$ cat src/rtl/core_seq_pkg.sv
// Shared definitions for the multi-cycle core sequencer: state encoding,
// RV32I major opcodes and next-PC select encodings.
package core_seq_pkg;

    typedef enum logic [2:0] {
        ST_IDLE   = 3'd0,
        ST_FETCH  = 3'd1,
        ST_DECODE = 3'd2,
        ST_EXEC   = 3'd3,
        ST_MEM    = 3'd4,
        ST_WB     = 3'd5,
        ST_FAULT  = 3'd6
    } state_t;

    localparam logic [6:0] OPC_LOAD   = 7'b0000011;
    localparam logic [6:0] OPC_STORE  = 7'b0100011;
    localparam logic [6:0] OPC_BRANCH = 7'b1100011;
    localparam logic [6:0] OPC_OP     = 7'b0110011;
    localparam logic [6:0] OPC_OP_IMM = 7'b0010011;
    localparam logic [6:0] OPC_LUI    = 7'b0110111;
    localparam logic [6:0] OPC_AUIPC  = 7'b0010111;
    localparam logic [6:0] OPC_JAL    = 7'b1101111;
    localparam logic [6:0] OPC_JALR   = 7'b1100111;

    localparam logic [1:0] PCSEL_PC4  = 2'b00;
    localparam logic [1:0] PCSEL_IMM  = 2'b01;
    localparam logic [1:0] PCSEL_JALR = 2'b10;

    // jalr has priority over a taken branch/jal
    function automatic logic [1:0] pc_sel_decode(input logic jalr_i, input logic pc_src_i);
        if (jalr_i)
            return PCSEL_JALR;
        else if (pc_src_i)
            return PCSEL_IMM;
        else
            return PCSEL_PC4;
    endfunction

endpackage

$ cat src/rtl/core_sequencer_opclass.sv
// Combinational RV32I opcode classifier used by the core sequencer.
module seq_opclass
    import core_seq_pkg::*;
(
    input  logic [6:0] opcode,
    output logic       is_load,
    output logic       is_store,
    output logic       is_branch,
    output logic       needs_wb,
    output logic       illegal
);

    // Map the major opcode onto the classes the sequencer branches on
    always_comb begin
        is_load   = 1'b0;
        is_store  = 1'b0;
        is_branch = 1'b0;
        needs_wb  = 1'b0;
        illegal   = 1'b0;
        case (opcode)
            OPC_LOAD:   begin is_load = 1'b1; needs_wb = 1'b1; end
            OPC_STORE:  is_store  = 1'b1;
            OPC_BRANCH: is_branch = 1'b1;
            OPC_OP, OPC_OP_IMM, OPC_LUI, OPC_AUIPC, OPC_JAL, OPC_JALR:
                        needs_wb  = 1'b1;
            default:    illegal   = 1'b1;
        endcase
    end

endmodule

$ cat src/rtl/core_sequencer.sv
// Multi-cycle control FSM for the unpipelined RISC-V core.
// Steps IF -> ID -> EX -> (MEM) -> (WB), commits the PC once per instruction
// and faults on illegal opcodes or memory handshakes that exceed MEM_TIMEOUT.
// Optional: define CORE_SEQ_INSTRET_EN to build the 32-bit retired counter.
module core_sequencer
    import core_seq_pkg::*;
#(
    parameter int unsigned MEM_TIMEOUT = 15
) (
    input  logic        clk,
    input  logic        rst,
    input  logic        run,
    output logic        imem_req,
    input  logic        imem_ready,
    output logic        if_en,
    input  logic [6:0]  opcode,
    output logic        id_en,
    output logic        ex_en,
    input  logic        PC_src,
    input  logic        jalr,
    output logic        dmem_req,
    output logic        dmem_we,
    input  logic        dmem_ready,
    output logic        wb_en,
    output logic        pc_we,
    output logic [1:0]  pc_sel,
    output logic [2:0]  state,
    output logic        fault,
    output logic [31:0] instret
);

    localparam int unsigned CW_RAW = $clog2(MEM_TIMEOUT + 1);
    localparam int unsigned CW     = (CW_RAW == 0) ? 1 : CW_RAW;
    localparam logic [CW-1:0] TMO  = CW'(MEM_TIMEOUT);

    state_t        r_state;
    logic [1:0]    r_pc_sel;
    logic [CW-1:0] r_cnt;

    logic   w_is_load, w_is_store, w_is_branch, w_needs_wb, w_illegal;
    logic   w_ready;
    logic   w_timeout;
    logic   w_commit;
    logic [1:0] w_exec_sel;
    state_t w_after_commit;

    seq_opclass u_opclass (
        .opcode    (opcode),
        .is_load   (w_is_load),
        .is_store  (w_is_store),
        .is_branch (w_is_branch),
        .needs_wb  (w_needs_wb),
        .illegal   (w_illegal)
    );

    assign w_ready        = (r_state == ST_MEM) ? dmem_ready : imem_ready;
    assign w_timeout      = !w_ready && (r_cnt == TMO);
    assign w_exec_sel     = pc_sel_decode(jalr, PC_src);
    assign w_after_commit = run ? ST_FETCH : ST_IDLE;

    // State register, wait counter and latched next-PC select
    always_ff @(posedge clk or posedge rst) begin
        if (rst) begin
            r_state  <= ST_IDLE;
            r_pc_sel <= PCSEL_PC4;
            r_cnt    <= '0;
        end else begin
            case (r_state)
                ST_IDLE: begin
                    if (run) begin
                        r_state <= ST_FETCH;
                        r_cnt   <= '0;
                    end
                end
                ST_FETCH: begin
                    if (imem_ready)
                        r_state <= ST_DECODE;
                    else if (w_timeout)
                        r_state <= ST_FAULT;
                    else
                        r_cnt <= r_cnt + CW'(1);
                end
                ST_DECODE: r_state <= ST_EXEC;
                ST_EXEC: begin
                    r_pc_sel <= w_exec_sel;
                    if (w_illegal)
                        r_state <= ST_FAULT;
                    else if (w_is_load || w_is_store) begin
                        r_state <= ST_MEM;
                        r_cnt   <= '0;
                    end else if (w_is_branch) begin
                        r_state <= w_after_commit;
                        r_cnt   <= '0;
                    end else if (w_needs_wb)
                        r_state <= ST_WB;
                    else
                        r_state <= ST_FAULT;
                end
                ST_MEM: begin
                    if (dmem_ready) begin
                        if (w_is_store) begin
                            r_state <= w_after_commit;
                            r_cnt   <= '0;
                        end else
                            r_state <= ST_WB;
                    end else if (w_timeout)
                        r_state <= ST_FAULT;
                    else
                        r_cnt <= r_cnt + CW'(1);
                end
                ST_WB: begin
                    r_state <= w_after_commit;
                    r_cnt   <= '0;
                end
                ST_FAULT: r_state <= ST_FAULT;
                default:  r_state <= ST_FAULT;
            endcase
        end
    end

    assign w_commit = ((r_state == ST_EXEC) && w_is_branch && !w_illegal)
                    || ((r_state == ST_MEM) && w_is_store && dmem_ready)
                    || (r_state == ST_WB);

    assign imem_req = (r_state == ST_FETCH);
    assign if_en    = (r_state == ST_FETCH) && imem_ready;
    assign id_en    = (r_state == ST_DECODE);
    assign ex_en    = (r_state == ST_EXEC);
    assign dmem_req = (r_state == ST_MEM);
    assign dmem_we  = (r_state == ST_MEM) && w_is_store;
    assign wb_en    = (r_state == ST_WB);
    assign pc_we    = w_commit;
    assign fault    = (r_state == ST_FAULT);
    assign state    = r_state;
    // A branch commits in the same EXEC cycle that latches the select, so it
    // takes the freshly decoded value rather than the not-yet-updated register.
    assign pc_sel   = !w_commit ? PCSEL_PC4
                    : (r_state == ST_EXEC) ? w_exec_sel : r_pc_sel;

`ifdef CORE_SEQ_INSTRET_EN
    logic [31:0] r_instret;

    // Retired-instruction counter, one increment per PC commit
    always_ff @(posedge clk or posedge rst) begin
        if (rst)
            r_instret <= '0;
        else if (w_commit)
            r_instret <= r_instret + 32'd1;
    end

    assign instret = r_instret;
`else
    assign instret = '0;
`endif

endmodule

$ cat config.mk
export PLATFORM = sky130hd
export DESIGN_NAME = core_sequencer
export DESIGN_NICKNAME = d
export VERILOG_FILES = /design/src/rtl/core_seq_pkg.sv /design/src/rtl/core_sequencer_opclass.sv /design/src/rtl/core_sequencer.sv
export SDC_FILE = /design/constraint.sdc
export NUM_CORES = 1
export LEC_CHECK = 0
export CAP_MARGIN = 20
export CORE_UTILIZATION = 39
export DETAILED_ROUTE_END_ITERATION = 7
export PLACE_DENSITY_LB_ADDON = 0.15
export SYNTH_ARGS = -nofsm -noshare
export SYNTH_HDL_FRONTEND = slang
export SYNTH_SLANG_ARGS = --single-unit
$ cat constraint.sdc
create_clock -name clk -period 1.8 [get_ports clk]
set_input_delay 0.45 -clock clk [delete_from_list [all_inputs] [get_ports clk]]
set_output_delay 0.45 -clock clk [all_outputs]
set_load 0.01 [all_outputs]
==> results of run 1 <==
==> metal layers <==
| metal | routed length, µm | GRT usage, % |
|---|---|---|
| met5 | 0 | 0 |
| met2 | 1610 | 35.3 |
| met1 | 1330 | 26.8 |
| met4 | 12 | 6.07 |
| met3 | 134 | 2.09 |
==> logic make-up after synthesis <==
kind of cell               Yosys count  share of synthesized area, %
AOI/OAI and AO/OA                   32                          23.1
other                                1                         0.334
adders and majority gates            2                          2.00
DFF                                  9                          20.0
buffers and inverters               44                          26.5
and+or+nand+nor                     47                          28.1
==> power by group through the flow <==
| stage | registers, W | clock network, W | logic, W |
|---|---|---|---|
| 2_1_floorplan | 0.000364 | 0 | 0.000722 |
| 3_3_place_gp | 0.000338 | 0 | 0.00140 |
| 3_5_place_dp | 0.000341 | 0 | 0.00142 |
| 4_1_cts | 0.000329 | 0.000167 | 0.00153 |
| 5_1_grt | 0.000349 | 0.000174 | 0.00181 |
| 6_report | 0.000341 | 0.000161 | 0.00167 |
==> critical path: stages <==
cell and delay [ps]:
buf_6 90, and4bb_4 370, nand2_4 70, o22ai_4 190
and2_1 150, buf_2 120
==> through the flow <==
stage	cell area [µm²]	hold WS [ps]
after floorplan	1250	278
after global placement	1550	551
after detailed placement	1550	546
after CTS	1620	472
after global routing	1710	502
final	1710	467
==> placed cells by master (no fill, tap or decap), types with 3 or more instances in the layout <==
cell type,instances
buf_4,39
conb_1,32
buf_2,12
buf_6,9
dfrtp_1,9
inv_1,6
clkdlybuf4s50_1,5
o21ai_0,4
nand2_1,4
nand2_2,4
nand3_1,3
nand2b_1,3
nand4bb_1,3
nor2_1,3
nor2_2,3
a21oi_1,3
clkbuf_4,3
dlygate4sd2_1,3
==> final cells by class <==
cell class	count	area (µm²)	area share, %
inverter	9	36.3	2.12
clock buffer	4	26.3	1.54
timing repair buffer	72	572	33.4
tap	31	38.8	2.27
sequential	9	225	13.2
multi-input combinational	113	813	47.5
==> sequential cells by signal, summed over array words and instances, names as in the netlist <==
| register | count |
|---|---|
| r_cnt | 4 |
| r_pc_sel | 2 |
| state | 3 |
==> cell usage after synthesis (all sizes together) (2+ instances only) <==
master	number	area share, %
nand4bb	3	3.0
nand4b	2	1.6
nand3	3	1.3
nand2	9	3.0
and4bb	3	3.7
inv	9	3.0
nor2b	2	1.1
or3b	2	1.8
a211oi	2	2.9
buf	35	23
a21oi	5	2.6
dfrtp	9	20
nand3b	2	1.7
o221ai	2	1.6
o21ai	6	3.0
a22oi	2	1.3
a41oi	2	1.6
nor2	6	2.0
nand2b	4	2.2
and2	3	1.7
o21bai	2	1.3
nor3b	2	1.3
==> path summary, 6_finish.rpt <==
check	from	end	slack, ps	cells after the start
max	opcode[2]	pc_sel[0]	-80	6
min	rst	r_pc_sel[0]	470	2
max reg2reg	state[2]	r_cnt[1]	-60	6
min reg2reg	r_pc_sel[0]	r_pc_sel[0]	570	3
max in group asynchronous	rst	state[2]	1050	2
min in group clk	r_pc_sel[0]	r_pc_sel[0]	570	3
==> timing repair <==
action,in CTS,in global routing
setup endpoints to repair,16,14
gates cloned,0,1
gates resized for setup,81,24
buffers inserted,4,5
pin swaps,13,16
==> results.py, run 1 <==
metrics = {
    "status": {
        "status": "finished with violations",
        "violations": "negative setup slack",
    },
    "placement": {
        "dp_hpwl_mm": 2.38,
        "pre_cts_ws_ps": -910,
        "routabilityCongestion": 0.904,
        "placed_cells_incl_taps": 224,
        "port_buffers": 27,
    },
    "routing": {
        "vias": 1172,
        "vias_per_cell": 4.92,
        "drt_iter0_drc": 22,
        "drc": 0,
        "dr.pass1.iters": 4,
        "wl_per_cell_um": 12.9,
        "wl_mm": 3.08,
        "postRouteAntennaNets": 0,
    },
    "timing": {
        "final.period_utilization_pct": 105,
        "tns_ps": -402,
        "hold_viol": 0,
        "layout_min_cycle_time_ps": 1880,
        "rsz0062_at_grt": "yes",
        "fmax_mhz": 531,
        "fin_ws_ps": -84.3,
        "finalClockSkew_ps": 3.28,
        "finalMaxSlewViolations": 0,
        "setup_viol": 8,
    },
    "pwr": {
        "switching_share_pct": 42.2,
        "p_clk_share_pct": 7.4,
        "power_w": 0.00217,
        "switching_power_w": 0.000917,
        "p_int_w": 0.00125,
        "leakage_nw": 0.877,
        "vdd_drop_max_uv": 1090,
        "pwr-share-seq_pct": 15.7,
        "comb_power_share_pct": 76.9,
        "power_density_nw_per_um2": 1270,
    },
    "floorplan": {
        "rows": 19,
        "die_h_um": 55.7,
        "start_util_pct": 41.1,
        "die_width_um": 55.7,
        "core_um2": 2730,
        "die-area_um2": 3100,
        "io_pins": 60,
    },
    "cells_and_area": {
        "area_growth_pct": 52.3,
        "nets": 223,
        "diodes": 0,
        "fin_cells": 238,
        "fill_cells": 241,
        "drive_gt1_share_pct": 45.9,
        "post-route-util_pct": 62.6,
    },
    "clocking": {
        "clk_latency_ps": 260,
        "numCtsBuffers": 3,
        "clock_sinks": 9,
        "cts_tree": "built",
        "hold_buffers": 0,
        "cts_buffer_depth": 2,
        "cts-root-buf": "clkbuf_4",
        "clk_pin_slew_ps": 70,
        "htreeDepth": 1,
    },
    "setup_path": {
        "worstPathRequired_ps": 1350,
        "setup.worst_path.start_class": "primary input",
        "end_kind": "output pin",
        "path_max_fanout": 3,
        "cp.arrival_ps": 1430,
        "critPathKind": "in2out",
    },
    "logic_synthesis": {
        "syn_area_per_cell_um2": 8.32,
        "syn_area_um2": 1120,
        "synth_edf_count": 0,
        "yosysSeqAreaShare_pct": 20.0,
        "synth_top_flop_cell": "dfrtp_1",
        "yosys_warnings": 0,
        "ys_seq_elements": 9,
        "synthCells": 135,
        "async_flop_share_pct": 100,
        "synthDistinctLibCells": 50,
    },
    "grt": {
        "grt_usage_pct": 20.4,
        "antenna_found_initial": 0,
        "grt_max_degree": 11,
        "grt_pass1_vias": 1162,
        "grt_first_pass_wirelength_mm": 5.13,
        "gr-total-overflow": 0,
    },
    "job": {
        "max_cap_violations": 0,
    },
    "min_path": {
        "hp-class": "in2async",
    },
}
No activity file was read; power rests on OpenSTA's default activity.
==> inputs of run 2 (changes only) <==
--- a/config.mk
+++ b/config.mk
@@ -5,10 +5,13 @@
 export SDC_FILE = /design/constraint.sdc
 export NUM_CORES = 1
 export LEC_CHECK = 0
+export ABC_CLOCK_PERIOD_IN_PS = 1800
 export CAP_MARGIN = 20
-export CORE_UTILIZATION = 39
+export CORE_UTILIZATION = 40
+export CTS_BUF_LIST = sky130_fd_sc_hd__clkbuf_8
 export DETAILED_ROUTE_END_ITERATION = 7
 export PLACE_DENSITY_LB_ADDON = 0.15
+export SKIP_CTS_REPAIR_TIMING = 1
 export SYNTH_ARGS = -nofsm -noshare
 export SYNTH_HDL_FRONTEND = slang
 export SYNTH_SLANG_ARGS = --single-unit
==> run 2 against run 1 <==
The flow still finishes with violations (negative setup slack); critical path depth stayed put; combinational power up 4%; global-route usage fell by 0.63 points; clock power up 42%; count of clock-buffer cells in the layout down 1; core utilization grew 7.2 points; non-clock buffer count shrank 5; worst setup slack worse by 31 ps.
==> results.py, run 2 (synthesis results as in run 1) <==
metrics = {
    "cells_and_area": {
        "postLayoutCellArea_um2": 1790,
        "final_common_cell": "conb_1",
        "regMostFlops": "r_cnt",
        "layout_common_cells": "conb_1 (32), buf_4 (31), buf_6 (13)",
        "nets": 218,
        "drive_gt1_share_pct": 41.1,
        "area_growth_pct": 59.5,
        "post-route-util_pct": 69.8,
        "largest_register_ff_count": 4,
        "fill_cells": 207,
        "diodes": 0,
    },
    "placement": {
        "port_buffers": 27,
        "dp_hpwl_mm": 2.38,
        "place_area_um2": 1560,
        "routabilityCongestion": 0.882,
    },
    "routing": {
        "postRouteAntennaNets": 0,
        "wl_mm": 3.21,
        "drt_iter0_drc": 36,
        "dr.pass1.iters": 4,
        "vias_per_cell": 5.11,
        "wl_per_cell_um": 13.8,
        "drc": 0,
        "vias": 1186,
    },
    "grt": {
        "grt_first_pass_wirelength_mm": 4.22,
        "grt_use_met3_pct": 2.46,
        "use_met2_pct": 33.5,
        "grt_usage_pct": 19.8,
        "gr-total-overflow": 0,
        "antenna_found_initial": 0,
        "grt_max_degree": 11,
        "top_usage_layer": "met2",
        "grt_pass1_vias": 953,
        "met1_usage_pct": 25.5,
    },
    "timing": {
        "final.period_utilization_pct": 106,
        "fmax_mhz": 522,
        "finalClockSkew_ps": 5.01,
        "setup_viol": 6,
        "layout_min_cycle_time_ps": 1920,
        "finalMaxSlewViolations": 0,
        "hold_viol": 0,
        "fin_ws_ps": -115,
        "rsz0062_at_grt": "yes",
    },
    "setup_path": {
        "end_kind": "output pin",
        "slowest_delay_ps": 380,
        "setup.worst_path.start_class": "primary input",
        "path_cells": "buf_6 -> and4bb_4 -> nand2_4 -> o22ai_4 -> and2_1 -> buf_2",
        "worstPathRequired_ps": 1350,
        "critPathKind": "in2out",
        "cp.arrival_ps": 1470,
        "path_delay_family": "simple AND/OR/NAND/NOR gates",
        "crit_buf_inv": 2,
        "path_max_fanout": 4,
        "slowest_stage": "and4bb_4",
    },
    "status": {
        "violations": "negative setup slack",
        "status": "finished with violations",
    },
    "job": {
        "max_cap_violations": 0,
    },
    "clocking": {
        "cts-root-buf": "clkbuf_8",
        "htreeDepth": 1,
        "numCtsBuffers": 3,
        "clock_sinks": 9,
        "cts_buffer_depth": 2,
        "cts_tree": "built",
        "clk_latency_ps": 230,
        "clk_pin_slew_ps": 50,
    },
    "floorplan": {
        "start_util_pct": 43.8,
        "core_um2": 2570,
        "io_pins": 60,
        "rows": 18,
        "die_h_um": 55,
        "die-area_um2": 3030,
        "die_width_um": 55,
    },
    "pwr": {
        "power_density_nw_per_um2": 1300,
        "vdd_drop_max_uv": 1170,
        "leakage_nw": 0.951,
    },
    "min_path": {
        "hp-class": "in2async",
    },
}
[run 2: power by group]
part           leakage (nW)  switching [W]  internal (W)  total [W]
Combinational         0.809       0.000792      0.000939    0.00173
Clock                0.0269      0.0000806      0.000149   0.000229
Sequential            0.114      0.0000879      0.000280   0.000368
[run 2: area by class of cell]
cell class / count / area (µm²) / area share [%]
Clock buffer: 3 / 41.3 / 2.30
Clock inverter: 1 / 3.75 / 0.209
Inverter: 9 / 33.8 / 1.89
Multi-Input combinational cell: 113 / 850 / 47.4
Sequential cell: 9 / 226 / 12.6
Tap cell: 30 / 37.5 / 2.09
Timing Repair Buffer: 67 / 599 / 33.4
[run 2: metal layers]
metal | routed length, µm | up-vias
li1 | - | 560
met1 | 1310 | 548
met3 | 237 | 0
met2 | 1660 | 78
met4 | 0 | 0
met5 | 0 | -
[run 2: metrics by stage]
step                total power (W)  TNS, ps  cells  setup WS, ps  hold WS (ps)
global placement            0.00173    -5700    224          -830           550
global route                0.00247     -848    232          -171           540
CTS                         0.00199    -6330    228          -870           507
finish                      0.00233     -382    232          -115           494
floorplan                   0.00109        0    166          14.4           278
detailed placement          0.00175    -6110    224          -863           557
[run 2: worst paths after layout]
kind,cells after the start,end,startpoint,slack [ps]
worst max-delay path,6,pc_sel[1],opcode[3],-120
worst min-delay path,2,r_cnt[0],rst,490
worst max register to register,6,r_cnt[1],state[2],-50
worst min register to register,3,r_pc_sel[0],r_pc_sel[0],560
max in group asynchronous,2,state[1],rst,1020
min in group clk,3,r_pc_sel[0],r_pc_sel[0],560
